## src/rtl/audio_sink_pkg.sv

```systemverilog
// -----------------------------------------------------------------------------
// audio_sink_pkg
// Shared types and helpers for the audio PWM sink.
//   SAMPLE_W          : width of one audio sample (16 bits)
//   sample_t          : signed two's-complement sample
//   to_offset_binary  : maps a signed sample onto 0..65535 for the modulator
// -----------------------------------------------------------------------------
package audio_sink_pkg;

    localparam int SAMPLE_W = 16;

    typedef logic signed [SAMPLE_W-1:0] sample_t;

    // Flipping the sign bit moves -32768..32767 onto 0..65535,
    // so zero lands at mid-scale (0x8000).
    function automatic logic [SAMPLE_W-1:0] to_offset_binary(input sample_t s);
        return {~s[SAMPLE_W-1], s[SAMPLE_W-2:0]};
    endfunction

endpackage

```

## src/rtl/audio_sink_fifo.sv

```systemverilog
// -----------------------------------------------------------------------------
// audio_sink_fifo
// Small sample buffer between the stream source and the sample-rate pacer.
// Ports:
//   clk, rst    : clock, synchronous active-high reset
//   push_i      : write data_i this cycle (caller guarantees not_full_o was high)
//   pop_i       : read and discard the head entry (ignored when empty)
//   data_i      : sample to write
//   data_o      : head of queue (valid when empty_o is low)
//   empty_o     : no entries held
//   not_full_o  : registered acknowledge, low once every slot is taken
// DEPTH must be a power of two so the pointers can wrap on their own.
// -----------------------------------------------------------------------------
module audio_sink_fifo
    import audio_sink_pkg::*;
#(
    parameter int DEPTH = 16
) (
    input  logic    clk,
    input  logic    rst,
    input  logic    push_i,
    input  logic    pop_i,
    input  sample_t data_i,
    output sample_t data_o,
    output logic    empty_o,
    output logic    not_full_o
);

    localparam int PTR_W = $clog2(DEPTH);
    localparam int CNT_W = PTR_W + 1;

    sample_t            mem_q [DEPTH];
    logic [PTR_W-1:0]   wr_ptr_q;
    logic [PTR_W-1:0]   rd_ptr_q;
    logic [CNT_W-1:0]   count_q;
    logic [CNT_W-1:0]   count_d;
    logic               ack_q;
    logic               ack_d;
    logic               pop_en;

    assign pop_en     = pop_i && (count_q != '0);
    assign empty_o    = (count_q == '0);
    assign not_full_o = ack_q;
    assign data_o     = mem_q[rd_ptr_q];

    // Next occupancy includes this cycle's push and pop, so a pop at full
    // re-opens the acknowledge on the very next cycle.
    always_comb begin
        count_d = count_q;
        case ({push_i, pop_en})
            2'b10:   count_d = count_q + CNT_W'(1);
            2'b01:   count_d = count_q - CNT_W'(1);
            default: count_d = count_q;
        endcase
        ack_d = (count_d != CNT_W'(DEPTH));
    end

    always_ff @(posedge clk) begin
        if (rst) begin
            wr_ptr_q <= '0;
            rd_ptr_q <= '0;
            count_q  <= '0;
            ack_q    <= 1'b0;
        end else begin
            count_q <= count_d;
            ack_q   <= ack_d;
            if (push_i) begin
                wr_ptr_q <= wr_ptr_q + PTR_W'(1);
            end
            if (pop_en) begin
                rd_ptr_q <= rd_ptr_q + PTR_W'(1);
            end
        end
    end

    // Storage is not cleared on reset; resetting the pointers is enough
    // to discard its contents.
    always_ff @(posedge clk) begin
        if (push_i) begin
            mem_q[wr_ptr_q] <= data_i;
        end
    end

endmodule

```

## src/rtl/audio_pwm_sink.sv

```systemverilog
// -----------------------------------------------------------------------------
// audio_pwm_sink
// Consumes a stb/ack audio stream, paces samples out at one per SAMPLE_DIVIDE
// clocks and turns them into a 1-bit first-order delta-sigma stream.
// Ports:
//   clk, rst         : clock, synchronous active-high reset
//   input_audio      : [15:0] signed sample, [31:16] ignored
//   input_audio_stb  : source has a word
//   input_audio_ack  : sink can take a word (transfer on stb && ack)
//   audio_pwm        : registered delta-sigma bitstream
//   audio_sd         : amplifier enable, set by the first sample played
//   underrun         : one-cycle pulse when a sample tick finds no data
// Build option:
//   AUDIO_PWM_SINK_HOLD_EN defined   -> repeat last sample on underrun
//   AUDIO_PWM_SINK_HOLD_EN undefined -> play mid-scale silence on underrun
// -----------------------------------------------------------------------------
module audio_pwm_sink
    import audio_sink_pkg::*;
#(
    parameter int SAMPLE_DIVIDE = 2083,
    parameter int FIFO_DEPTH    = 16
) (
    input  logic        clk,
    input  logic        rst,
    input  logic [31:0] input_audio,
    input  logic        input_audio_stb,
    output logic        input_audio_ack,
    output logic        audio_pwm,
    output logic        audio_sd,
    output logic        underrun
);

    localparam int                CNT_W     = $clog2(SAMPLE_DIVIDE);
    localparam logic [CNT_W-1:0]  TICK_LAST = CNT_W'(SAMPLE_DIVIDE - 1);

    logic [CNT_W-1:0]    tick_cnt_q;
    logic [CNT_W-1:0]    tick_cnt_d;
    logic                tick;
    sample_t             cur_sample_q;
    sample_t             cur_sample_d;
    logic                sd_q;
    logic                sd_d;
    logic [SAMPLE_W-1:0] acc_q;
    logic                carry_q;
    logic                pwm_q;
    logic [SAMPLE_W:0]   sum;
    logic                push;
    logic                fifo_empty;
    logic                fifo_not_full;
    sample_t             fifo_data;
    logic                unused_upper;

    assign unused_upper = ^input_audio[31:16];

    assign push = input_audio_stb && fifo_not_full;

    audio_sink_fifo #(
        .DEPTH      (FIFO_DEPTH)
    ) u_fifo (
        .clk        (clk),
        .rst        (rst),
        .push_i     (push),
        .pop_i      (tick),
        .data_i     (input_audio[SAMPLE_W-1:0]),
        .data_o     (fifo_data),
        .empty_o    (fifo_empty),
        .not_full_o (fifo_not_full)
    );

    // Sample pacing: one tick on the last count of every period. On a tick
    // the head sample is loaded, or the underrun policy applies if empty.
    always_comb begin
        tick         = (tick_cnt_q == TICK_LAST);
        tick_cnt_d   = tick ? '0 : tick_cnt_q + CNT_W'(1);
        cur_sample_d = cur_sample_q;
        sd_d         = sd_q;
        if (tick) begin
            if (!fifo_empty) begin
                cur_sample_d = fifo_data;
                sd_d         = 1'b1;
            end else begin
`ifdef AUDIO_PWM_SINK_HOLD_EN
                cur_sample_d = cur_sample_q;
`else
                cur_sample_d = '0;
`endif
            end
        end
    end

    // First-order delta-sigma: the accumulator overflow is the output bit,
    // so the long-run density of ones equals the offset-binary sample.
    assign sum = {1'b0, acc_q} + {1'b0, to_offset_binary(cur_sample_q)};

    always_ff @(posedge clk) begin
        if (rst) begin
            tick_cnt_q   <= '0;
            cur_sample_q <= '0;
            sd_q         <= 1'b0;
            acc_q        <= '0;
            carry_q      <= 1'b0;
            pwm_q        <= 1'b0;
        end else begin
            tick_cnt_q   <= tick_cnt_d;
            cur_sample_q <= cur_sample_d;
            sd_q         <= sd_d;
            acc_q        <= sum[SAMPLE_W-1:0];
            carry_q      <= sum[SAMPLE_W];
            pwm_q        <= carry_q;
        end
    end

    assign input_audio_ack = fifo_not_full;
    assign audio_pwm       = pwm_q;
    assign audio_sd        = sd_q;
    assign underrun        = tick && fifo_empty && !rst;

endmodule
```

## config.mk

```make
export PLATFORM = sky130hd
export DESIGN_NAME = audio_pwm_sink
export DESIGN_NICKNAME = d
export VERILOG_FILES = /design/src/rtl/audio_sink_pkg.sv /design/src/rtl/audio_sink_fifo.sv /design/src/rtl/audio_pwm_sink.sv
export SDC_FILE = /design/constraint.sdc
export NUM_CORES = 1
export LEC_CHECK = 0
export BUFFER_PORTS_ARGS = -buffer_cell sky130_fd_sc_hd__buf_2
export CAP_MARGIN = 10
export CORE_ASPECT_RATIO = 1.2
export CORE_MARGIN = 10
export CORE_UTILIZATION = 35
export CTS_CLUSTER_SIZE = 28
export DETAILED_ROUTE_END_ITERATION = 16
export GPL_ROUTABILITY_DRIVEN = 0
export MAX_ROUTING_LAYER = met4
export PLACE_DENSITY = 0.57
export SYNTH_ARGS = -nofsm -noshare
export SYNTH_HDL_FRONTEND = slang
export SYNTH_SLANG_ARGS = --single-unit
```

## constraint.sdc

```tcl
create_clock -name clk -period 3.5 [get_ports clk]
set_input_delay 0.7 -clock clk [delete_from_list [all_inputs] [get_ports clk]]
set_output_delay 0.7 -clock clk [all_outputs]
set_load 0.01 [all_outputs]
```

# Yosys cells after proc, flatten, opt, wreduce, memory -nomap -nowiden
# Memories as Yosys holds them, arrays and structs flattened. A register that Yosys moved wholly into a read port is not among the register bits.
# Cells that the tools add are included.
# totals
register_bits	61
latch_bits	0
ram_bits	256
rom_bits	0
output_inout_bits	4
word_cells	38
mem_count	1
# op_classes
addsub	6
n_mul	0
div_mod_pow	0
n_lt_le_gt_ge	0
n_eq_ne	4
shift	0
n_mux	6
bitwise_logic	2
reduce_logical	9
# mem_list
name	words	width	read_ports	rd_ports_with_merged_regs	write_ports	line	text
u_fifo.mem_q	16	16	1	1	1	audio_sink_fifo.sv:32	sample_t mem_q [DEPTH];
# ops
operator	n
16-bit by 16-bit adder with 17-bit output	1
16-bit 2-to-1 mux	1
12-bit by 1-bit adder with 12-bit output (second input constant)	1
12-bit == test (second input constant)	1
5-bit one-hot mux with 2 select lines	1
4-bit by 1-bit adder with 4-bit output (second input constant)	2
4-bit 2-to-1 mux	2
5-bit by 1-bit adder with 5-bit output (second input constant)	1
5-bit logical NOT	1
5-bit != test (second input constant)	1
5-bit nonzero test	1
5-bit by 1-bit subtractor with 5-bit output (second input constant)	1
1-bit logical AND	4
2-bit by 1-bit == test with 1-bit output (second input constant)	1
2-bit == test (second input constant)	1
1-bit 2-to-1 mux	2
1-bit NOT	2
2-bit AND reduction	1
2-bit OR reduction	1
1-bit logical NOT	1

# Depth between registers and ports, before layout
# Gate-level depths: netlist of the first run.
# logic_depth
depth_word	5
depth_mapped	14
depth_no_buf	13

# Hierarchy
# Synthesis of the first run repeated with hierarchy kept, for this count alone.
# unflattened
hier_cells	715
area_unflattened_um2	13116.3
# by_module_without_submodules
module	instances	cells_each	area_each_um2	seq_area_each_um2
audio_sink_fifo	1	469	10757.8	8047.7
audio_pwm_sink	1	246	2358.5	940.9

# Worst setup path after synthesis of the first run
# OpenSTA, ideal clock, no wires.
# synth_timing
path_type	reg2reg
from	register tick_cnt_q[0]
to	register u_fifo.ack_q (netlist: u_fifo.not_full_o)
arrival_time_ns	2.590
setup_slack_ns	0.773
path_stages_with_launch	14
path_buffers	1
path_cell_list	dfxtp_1 -> inv_1 -> ha_1 -> and4bb_2 -> nand4_1 -> nor2_1 -> ha_1 -> clkbuf_1 -> xor2_1 -> ha_1 -> a211oi_1 -> nor4_1 -> xor2_1 -> a41oi_1
# synth_between
elab_chain_len	5
word_cells_on_any_way	6
# synth_rtl
item	line	text
start, declared	audio_pwm_sink.sv:36	logic [CNT_W-1:0] tick_cnt_q;
start signal, assigned	audio_pwm_sink.sv:104	tick_cnt_q <= tick_cnt_d;
12-bit == test (*)	audio_pwm_sink.sv:73	tick = (tick_cnt_q == TICK_LAST);
1-bit logical AND (*)	audio_sink_fifo.sv:41	assign pop_en = pop_i && (count_q != '0);
2-bit by 1-bit == test with 1-bit output / 2-bit == test (equally long branches)	audio_sink_fifo.sv:50	case ({push_i, pop_en})
5-bit one-hot mux with 2 select lines (*)	audio_sink_fifo.sv:50	
5-bit != test (*)	audio_sink_fifo.sv:55	ack_d = (count_d != CNT_W'(DEPTH));
end signal, assigned	audio_sink_fifo.sv:66	ack_q <= ack_d;
end, declared	audio_sink_fifo.sv:37	logic ack_q;
# Mark *: on every way between the ends. The rest lies on a longest branch, timed or not.
# A chain may end at the register's enable or synchronous reset.

# Worst setup path in the final report of the first run
# Ends and elaborated chain as after synthesis.

==> flow_summary.yaml, run 1 <==
status:
  status: "finished clean"
sta:
  setup_viol: 0
  slew_headroom_pct: 29.84
  fin_setup_tns_ns: 0
  min_period_ns: 3.017
  clock.fmax_ghz: 0.3315
  fin_skew_ns: 0.007112
  worst_slew_pin_slew_ns: 1.048
  final_max_slew_viol_count: 0
  rsz0062_at_grt: "no"
  hold_ws_ns: 0.4488
  timing.final.crit_share_pct: 86.19
  finalHoldViolCount: 0
global_routing:
  grt_use_met1_pct: 14.40
  antenna_found_initial: 3
  grt_pass1_vias: 6771
  grt_first_pass_wirelength_mm: 41.08
  gr-usage-all-layers_pct: 12.15
  grt_max_degree: 65
  grtUsageMet2_pct: 20.66
  overflow: 0
  grt_use_met3_pct: 2.160
  top_usage_layer: "met2"
critical_path:
  ff2ff_path_depth: 12
  worstPathMaxFanout: 9
  worstSetupStartpointType: "flip-flop"
  reg2reg_setup_slack_ns: 0.48
  path_class: "reg2reg"
  rr_endpoint: "u_fifo.not_full_o"
  crit_arrival_ns: 3.38
  end_kind: "flip-flop"
  timing.rr.start: "tick_cnt_q[0]"
  cp.required_ns: 3.86
final_layout:
  final_core_util_pct: 40.45
  final_area_um2: 14850
  finish.net_count: 865
  final_layout_size_suffix_gt1_share_pct: 21.47
  final.fill_count: 3287
  fin_cells: 1306
  area_delta_synth_final_pct: 14.56
clock_network:
  holdBufCountCts: 0
  path_clk_slew_ns: 0.06
  clk_latency_ns: 0.51
  cts_tree: "yes"
  cts.path.max_buffers: 3
  clock-root-buffer: "clkbuf_16"
  clock-sinks: 321
  cts_htree_levels: 2
  post_cts_buffers: 0
  numCtsBuffers: 34
  cts_resized: 0
floorplanning:
  coreArea_um2: 36710
  ioPinCount: 39
  row_count: 77
  fp.dieH_um: 230.8
  fp.dieArea_um2: 45170
  initial_utilization_pct: 35.31
  die-width_um: 195.7
yosys:
  synthAdderAreaFrac_pct: 2.664
  ys_ff_latch: 321
  synth-xor-area-share_pct: 1.892
  synth_top_family_by_area: "multiplexers"
  ys_types: 59
  synth_fp_nets: 817
  syn_avg_cell_area_um2: 17.17
  synth.cell_area_um2: 12960
  synth_warnings: 0
  ys.flop_type: "edfxtp_1"
  synthSimpleGateAreaFrac_pct: 6.052
  seq_area_frac_synth_pct: 69.34
  synth_mux_area_share_pct: 14.19
  synth-edff-count: 256
  synth_compound_area_share_pct: 4.305
  netlist_instances: 755
  synthArstFlopShare_pct: 0
hold_path:
  holdPathStages: 1
  min_from: "carry_q"
  holdCritPathClass: "reg2reg"
  min_to: "audio_pwm"
place:
  dp_hpwl_mm: 15.55
  placed_cell_area_um2: 13720
  io_buffer_count: 22
  post-place-cells: 1241
power:
  p_leak_nw: 4.998
  peakVddDrop_v: 0.0003692
  power.density_nw_per_um2: 529.3
drt:
  totalWireLength_mm: 26.82
  route.vias.total: 6593
  via_per_inst: 5.048
  drc: 0
  antenna_left: 0
  drtIter0Drc: 397
  routedWlPerCell_um: 20.54
  drtPass1Iterations: 4
job:
  maxCapViolations: 0
worst max-delay path, stage by stage (launching register included):
cell and delay [ns]:
dfxtp_1 0.34, inv_1 0.07, ha_1 0.15, and4bb_2 0.24
nand4_1 0.18, nor2_1 0.35, ha_1 0.42, xor2_1 0.18
ha_1 0.20, a211oi_1 0.08, nor4_1 0.29, xor2_1 0.22
a41oi_1 0.14
cells by family after synthesis:
kind of cell,after synthesis
flops,321
xor+xnor,28
compound gates,85
simple gates,148
buf+inv,43
mux,103
fa+ha+maj,27
report_power, final:
| group | total [W] | internal [W] | switching [W] |
|---|---|---|---|
| registers | 0.00415 | 0.00414 | 0.0000137 |
| logic | 0.000139 | 0.0000431 | 0.0000961 |
| clock network | 0.00357 | 0.00213 | 0.00144 |
| total | 0.00786 | 0.00631 | 0.00155 |
routing by layer:
layer	wire length, um	vias up
li1	-	3060
met4	490	0
met3	1196	29
met1	11400	3398
met2	13740	106
met5	0	-
cell type report:
class                   instances  area (um2)  area share, %
clock buffers                  45       985.9          6.640
repair buffers                 46       327.8          2.208
multi-input cells             391        3772          25.40
well taps                     474       593.1          3.994
clock inverters                17       133.9         0.9016
flip-flops and latches        321        8995          60.57
inverters                       9       33.78         0.2275
diodes                          3       7.507        0.05056
synth_stat cells (all sizes together) (2+ instances only):
master  count  area (um2)
nand2      17       63.81
and4        3       27.53
and2       14       87.58
mux4       64        1441
and3       12       76.33
nor3b       2       15.01
nand4       2       12.51
buf        15       95.08
nor3        9       50.05
xnor2      14       122.6
a21oi      22       110.1
nor2       49       183.9
nand2b      4       25.02
inv         9       33.78
edfxtp    256        7687
dfxtp      65        1301
o211ai      2       15.01
a41oi       3       26.28
o22ai      15       100.1
nand3      12       60.06
mux2i      33       330.3
or3         3       18.77
o22a        2       20.02
nor4b       2       17.52
o21a        3       22.52
o21ai      11       55.05
nor4        2       27.53
a21o       18       135.1
xor2       14       122.6
mux2        6       67.56
clkbuf     19       72.56
ha         26       325.3
nor2b      12       75.07
worst max path at each step:
| stage | start | to | slack (ns) | cells past startpoint |
|---|---|---|---|---|
| floorplan | tick_cnt_q[0] | u_fifo.not_full_o | 0.77 | 13 |
| global placement | tick_cnt_q[0] | u_fifo.not_full_o | 0.48 | 12 |
| detailed placement | tick_cnt_q[0] | u_fifo.not_full_o | 0.45 | 12 |
| CTS | tick_cnt_q[0] | u_fifo.not_full_o | 0.41 | 12 |
| global route | tick_cnt_q[0] | u_fifo.not_full_o | 0.19 | 12 |
| finish | tick_cnt_q[0] | u_fifo.not_full_o | 0.48 | 12 |
metrics by stage:
step	setup WS [ns]	power, W
after floorplan	0.7726	0.004302
after global placement	0.4759	0.004373
after detailed placement	0.4504	0.004377
after CTS	0.4088	0.007946
after global routing	0.1873	0.008102
final	0.4835	0.007860
sequential cells by signal, indices dropped and copies added, names as in the netlist, named ones only:
| name | cells |
|---|---|
| u_fifo.mem_q | 256 |
| acc_q | 16 |
| cur_sample_q | 16 |
| tick_cnt_q | 12 |
| u_fifo.count_q | 5 |
| u_fifo.rd_ptr_q | 4 |
| u_fifo.wr_ptr_q | 4 |
| audio_pwm | 1 |
| audio_sd | 1 |
| carry_q | 1 |
| u_fifo.not_full_o | 1 |
cells in the final DEF (no fill, tap or decap), types with 4 or more instances in the layout:
cell type  Yosys  layout
a21o_1        18      18
a21oi_1       22      22
and2_1        14      14
and3_1        11      11
buf_2          7      22
buf_4          1      21
clkbuf_1      18       5
clkbuf_16      0      37
clkinv_1       0       6
clkinv_2       0       7
dfxtp_1       65      62
edfxtp_1     256     256
ha_1          26      26
inv_1          9       9
mux2_2         5       5
mux2i_1       33      33
mux4_2        64      64
nand2_1       17      17
nand2b_1       4       4
nand3_1       12      12
nor2_1        49      49
nor2b_1       12      12
nor3_1         8       8
o21ai_0       11      11
o22ai_1       14      14
xnor2_1       14      14
xor2_1        14      14
No activity file was read; power rests on OpenSTA's default activity.
==> run 2, diff against run 1 <==
--- a/config.mk
+++ b/config.mk
@@ -5,7 +5,7 @@
 export SDC_FILE = /design/constraint.sdc
 export NUM_CORES = 1
 export LEC_CHECK = 0
-export BUFFER_PORTS_ARGS = -buffer_cell sky130_fd_sc_hd__buf_2
+export BUFFER_PORTS_ARGS = -buffer_cell sky130_fd_sc_hd__buf_4
 export CAP_MARGIN = 10
 export CORE_ASPECT_RATIO = 1.2
 export CORE_MARGIN = 10
==> run 2 against run 1 <==
  * Setup slack worse by 0.019 ns
  * Die area unchanged
  * Core utilization up 0.11 points
  * Combinational power up 6%
  * Via count up 0.76%
  * Global-route usage up 0.072 points
  * Design area up 0.28%
  * Total power down 0.42%
  * Largest cell class unchanged
  * Largest power group unchanged
==> flow_summary.yaml, run 2 (synthesis gave the netlist of run 1 again) <==
floorplanning:
  fp.dieArea_um2: 45170
  row_count: 77
  initial_utilization_pct: 35.31
  fp.dieH_um: 230.8
  die-width_um: 195.7
  ioPinCount: 39
  coreArea_um2: 36710
critical_path:
  crit_start: "tick_cnt_q[0]"
  reg2reg_setup_slack_ns: 0.46
  slowest_stage: "ha_1"
  timing.rr.start: "tick_cnt_q[0]"
  end_kind: "flip-flop"
  timing.critical_path.mode_cell: "ha_1"
  ff2ff_path_depth: 12
  worstSetupStartpointType: "flip-flop"
  cp.required_ns: 3.87
  crit_arrival_ns: 3.41
  worstPathMaxFanout: 9
  rr_endpoint: "u_fifo.not_full_o"
  crit_path_end: "u_fifo.not_full_o"
  worst_path_largest_cell_delay_ns: 0.42
  path_class: "reg2reg"
  critical_path.cell_chain: "inv_1 > ha_1 > and4bb_2 > nand4_1 > nor2_1 > ha_1 > xor2_1 > ha_1 > a211oi_1 > nor4_1 > xor2_1 > a41oi_1"
power:
  power.density_nw_per_um2: 525.7
  p_leak_nw: 5.002
  peakVddDrop_v: 0.0004298
sta:
  worst_slew_pin_slew_ns: 0.9592
  timing.final.crit_share_pct: 86.74
  final_max_slew_viol_count: 0
  fin_skew_ns: 0.01473
  slew_headroom_pct: 35.82
  finalHoldViolCount: 0
  rsz0062_at_grt: "no"
  min_period_ns: 3.036
  fin_setup_tns_ns: 0
  clock.fmax_ghz: 0.3294
  setup_viol: 0
final_layout:
  diodes: 0
  area_delta_synth_final_pct: 14.87
  final_core_util_pct: 40.57
  largest_reg_flops: 256
  top_register: "u_fifo.mem_q"
  final_layout_size_suffix_gt1_share_pct: 21.74
  finish.net_count: 867
  largestRegisters: "u_fifo.mem_q x256, acc_q x16, cur_sample_q x16"
  layout_common_cells: "edfxtp_1 (256), mux4_2 (64), dfxtp_1 (62), nor2_1 (49), buf_4 (45)"
  layout.cells.most_common: "edfxtp_1"
clock_network:
  cts_resized: 0
  clock-sinks: 321
  cts_htree_levels: 2
  clk_latency_ns: 0.52
  numCtsBuffers: 34
  post_cts_buffers: 0
  cts.path.max_buffers: 3
  clock-root-buffer: "clkbuf_16"
  holdBufCountCts: 0
  path_clk_slew_ns: 0.06
  cts_tree: "yes"
drt:
  antenna_left: 0
  totalWireLength_mm: 26.87
  via_per_inst: 5.102
  drtIter0Drc: 365
  route.vias.total: 6643
  routedWlPerCell_um: 20.63
  drtPass1Iterations: 4
  drc: 0
place:
  io_buffer_count: 22
  dp_hpwl_mm: 15.80
global_routing:
  gr-usage-all-layers_pct: 12.22
  top_usage_layer: "met2"
  grtUsageMet2_pct: 20.81
  grt_first_pass_wirelength_mm: 41.48
  antenna_found_initial: 0
  grt_max_degree: 45
  overflow: 0
  grt_use_met1_pct: 14.43
  grt_pass1_vias: 6889
  grt_use_met3_pct: 2.276
hold_path:
  holdCritPathClass: "reg2reg"
status:
  status: "finished clean"
job:
  maxCapViolations: 0
## run 2: worst max-delay path, delay by kind of cell (launching register included)
kind / cells / cell delay, ns
simple gates: 4 / 1.12
flops: 1 / 0.35
fa+ha+maj: 3 / 0.75
xor+xnor: 2 / 0.41
compound gates: 2 / 0.21
buf+inv: 1 / 0.07
## run 2: layout make-up
type | instances | area (um2)
clock inverters | 16 | 136.4
clock buffers | 43 | 962.2
repair buffers | 48 | 397.9
inverters | 9 | 33.78
multi-input cells | 391 | 3772
well taps | 474 | 593.1
fillers | 3293 | 21820
flip-flops and latches | 321 | 8995
## run 2: worst min-delay path by stage
| stage | startpoint | end | slack (ns) | depth (start not counted) |
|---|---|---|---|---|
| 2_1_floorplan | carry_q | audio_pwm | 0.41 | 1 |
| 3_5_place_dp | carry_q | audio_pwm | 0.43 | 1 |
| 6_report | carry_q | audio_pwm | 0.44 | 1 |
| 4_1_cts | carry_q | audio_pwm | 0.44 | 1 |
| 5_1_grt | carry_q | audio_pwm | 0.46 | 1 |
| 3_3_place_gp | carry_q | audio_pwm | 0.43 | 1 |
## run 2: report_power, final
part	switching, W	internal (W)	leakage [nW]
sequential	0.0000136	0.00414	2.83
combinational	0.0000974	0.0000497	1.64
clock	0.00143	0.00210	0.532
total	0.00154	0.00628	5.00
## run 2: routing by layer
layer  wire (um)  up-vias
li1            -     3063
met5           0        -
met4         526        0
met1       11370     3438
met2       13940      109
met3        1029       33
## run 2: stage by stage
stage	setup WS, ns	power [W]	hold WS [ns]	cells	instance area (um2)
5_1_grt	0.1724	0.008099	0.4579	1302	14890
4_1_cts	0.4370	0.007928	0.4404	1302	14890
3_5_place_dp	0.4716	0.004385	0.4258	1243	13790
2_1_floorplan	0.7726	0.004302	0.4138	755	12960
6_report	0.4642	0.007827	0.4358	1302	14890
3_3_place_gp	0.4963	0.004380	0.4271	1243	13790
==> run 3, diff against run 2 <==
--- a/config.mk
+++ b/config.mk
@@ -5,6 +5,7 @@
 export SDC_FILE = /design/constraint.sdc
 export NUM_CORES = 1
 export LEC_CHECK = 0
+export ABC_AREA = 1
 export BUFFER_PORTS_ARGS = -buffer_cell sky130_fd_sc_hd__buf_4
 export CAP_MARGIN = 10
 export CORE_ASPECT_RATIO = 1.2
@@ -15,6 +16,7 @@
 export GPL_ROUTABILITY_DRIVEN = 0
 export MAX_ROUTING_LAYER = met4
 export PLACE_DENSITY = 0.57
+export SLEW_MARGIN = 20
 export SYNTH_ARGS = -nofsm -noshare
 export SYNTH_HDL_FRONTEND = slang
 export SYNTH_SLANG_ARGS = --single-unit
==> run 3 against run 2 <==
  * Wire length is 16% higher
  * Critical path type unchanged
  * Final cell count is 42% higher
  * Total power is 1.2% lower
==> flow_summary.yaml, run 3 <==
status:
  status: "finished clean"
final_layout:
  final_layout_size_suffix_gt1_share_pct: 10.23
  finish.net_count: 1357
  area_delta_synth_final_pct: 12.50
  largest_reg_flops: 256
  fin_cells: 1847
  final_area_um2: 15430
  top_register: "u_fifo.mem_q"
  layout_common_cells: "edfxtp_1 (256), nor2_1 (177), nand2_1 (176), o21ai_0 (129), inv_1 (98)"
  layout.cells.most_common: "edfxtp_1"
  largestRegisters: "u_fifo.mem_q x256, acc_q x16, cur_sample_q x16"
  final_core_util_pct: 39.82
clock_network:
  cts.path.max_buffers: 3
  clk_latency_ns: 0.52
  cts_tree: "yes"
  path_clk_slew_ns: 0.06
  cts_htree_levels: 2
  clock-root-buffer: "clkbuf_16"
  clock-sinks: 321
  cts_resized: 0
  numCtsBuffers: 34
  holdBufCountCts: 0
  post_cts_buffers: 0
critical_path:
  worstSetupStartpointType: "flip-flop"
  path_class: "reg2reg"
  end_kind: "flip-flop"
  cp.required_ns: 3.95
  worstPathMaxFanout: 7
  crit_arrival_ns: 3.17
sta:
  min_period_ns: 2.717
  fin_setup_tns_ns: 0
  clock.fmax_ghz: 0.3681
  slew_headroom_pct: 38.10
  finalHoldViolCount: 0
  timing.final.crit_share_pct: 77.62
  setup_viol: 0
  fin_skew_ns: 0.01010
  worst_slew_pin_slew_ns: 0.9284
  rsz0062_at_grt: "no"
  final_max_slew_viol_count: 0
drt:
  routedWlPerCell_um: 16.91
  via_per_inst: 4.835
  drc: 0
  totalWireLength_mm: 31.24
  drtPass1Iterations: 5
  route.vias.total: 8930
  drtIter0Drc: 728
  antenna_left: 0
yosys:
  synth_area_leaders: "edfxtp_1 (56%), dfxtp_1 (9.5%), nor2_1 (5.3%), nand2_1 (4.8%), o21ai_0 (4.7%)"
  synth-xor-area-share_pct: 0.3193
  synth-edff-count: 256
  synth_fp_nets: 1334
  syn_avg_cell_area_um2: 10.78
  synth_top_family_by_area: "simple AND/OR/NAND/NOR gates"
  synth.top_cell.area_share_pct: 56.06
  synth_mux_area_share_pct: 0.07299
  yosysTopAreaCell: "edfxtp_1"
  ys_ff_latch: 321
  synthAdderAreaFrac_pct: 2.518
  synth_warnings: 0
  seq_area_frac_synth_pct: 65.55
  ys.flop_type: "edfxtp_1"
  ys_types: 43
  synth_compound_area_share_pct: 11.30
  synth_common_cells: "edfxtp_1 (256), nor2_1 (193), nand2_1 (176)"
  synthArstFlopShare_pct: 0
  synthSimpleGateAreaFrac_pct: 14.37
  yosysMostFrequentCell: "edfxtp_1"
  synth.cell_area_um2: 13710
  netlist_instances: 1272
floorplanning:
  initial_utilization_pct: 35.39
  fp.dieArea_um2: 47530
  fp.dieH_um: 236.8
  coreArea_um2: 38750
  ioPinCount: 39
  die-width_um: 200.7
  row_count: 79
place:
  post-place-cells: 1785
  dp_hpwl_mm: 17.86
  io_buffer_count: 22
  placed_cell_area_um2: 14370
global_routing:
  gr-usage-all-layers_pct: 13.34
  antenna_found_initial: 1
  grt_max_degree: 169
  grt_pass1_vias: 8643
  overflow: 0
  grt_first_pass_wirelength_mm: 48.40
power:
  finalPower_w: 0.007735
  peakVddDrop_v: 0.0002175
  p_leak_nw: 5.573
  power.density_nw_per_um2: 501.4
job:
  maxCapViolations: 0
hold_path:
  holdCritPathClass: "reg2reg"
## run 3: path summary, 6_finish.rpt
kind	startpoint	end	slack (ns)	depth (start not counted)
max	tick_cnt_q[0]	u_fifo.not_full_o	0.78	18
max reg2reg	tick_cnt_q[0]	u_fifo.not_full_o	0.78	18
min reg2reg	carry_q	audio_pwm	0.42	2
min	carry_q	audio_pwm	0.42	2
## run 3: cells by family after synthesis
| group | Yosys count |
|---|---|
| xor+xnor | 5 |
| compound gates | 292 |
| flops | 321 |
| simple gates | 463 |
| mux | 1 |
| fa+ha+maj | 27 |
| buf+inv | 163 |
## run 3: power breakdown
group	leakage [nW]	internal (W)	switching (W)
registers	2.83	0.00414	0.0000100
clock network	0.521	0.00201	0.00143
logic	2.22	0.0000413	0.000102
## run 3: layer usage
layer	GRT usage [%]	vias to the layer above	part of all wire, %	wire [um]
li1	-	4453	-	-
met2	23.18	158	50	15770
met4	4.733	0	2.8	875
met5	-	-	0	0
met1	15.46	4265	43	13320
met3	1.981	54	4.1	1267
## run 3: worst max-delay path: stages (launching register included)
cell	delay, ns
dfxtp_1	0.32
inv_1	0.09
ha_1	0.17
nand3_1	0.12
nor3_4	0.24
nand2_1	0.16
inv_1	0.11
ha_1	0.30
nor2_1	0.07
nor2_1	0.17
ha_1	0.17
inv_1	0.03
nand2_1	0.09
nand3_1	0.10
nand3b_1	0.09
nand2_1	0.05
a21boi_0	0.23
nor2_1	0.07
nor2_1	0.08
## run 3: layout make-up
type | count | area [um2]
inverters | 103 | 389.1
clock inverters | 16 | 135.1
multi-input cells | 788 | 3959
repair buffers | 47 | 365.4
clock buffers | 45 | 923.4
fillers | 3728 | 23320
flip-flops and latches | 321 | 8995
diodes | 1 | 2.502
well taps | 526 | 658.1
## run 3: metrics by stage
step | setup slack [ns] | hold WS, ns
detailed placement | 0.7754 | 0.4211
floorplan | 1.139 | 0.3883
CTS | 0.7542 | 0.4285
global placement | 0.8630 | 0.4140
finish | 0.7834 | 0.4175
global route | 0.4202 | 0.4359
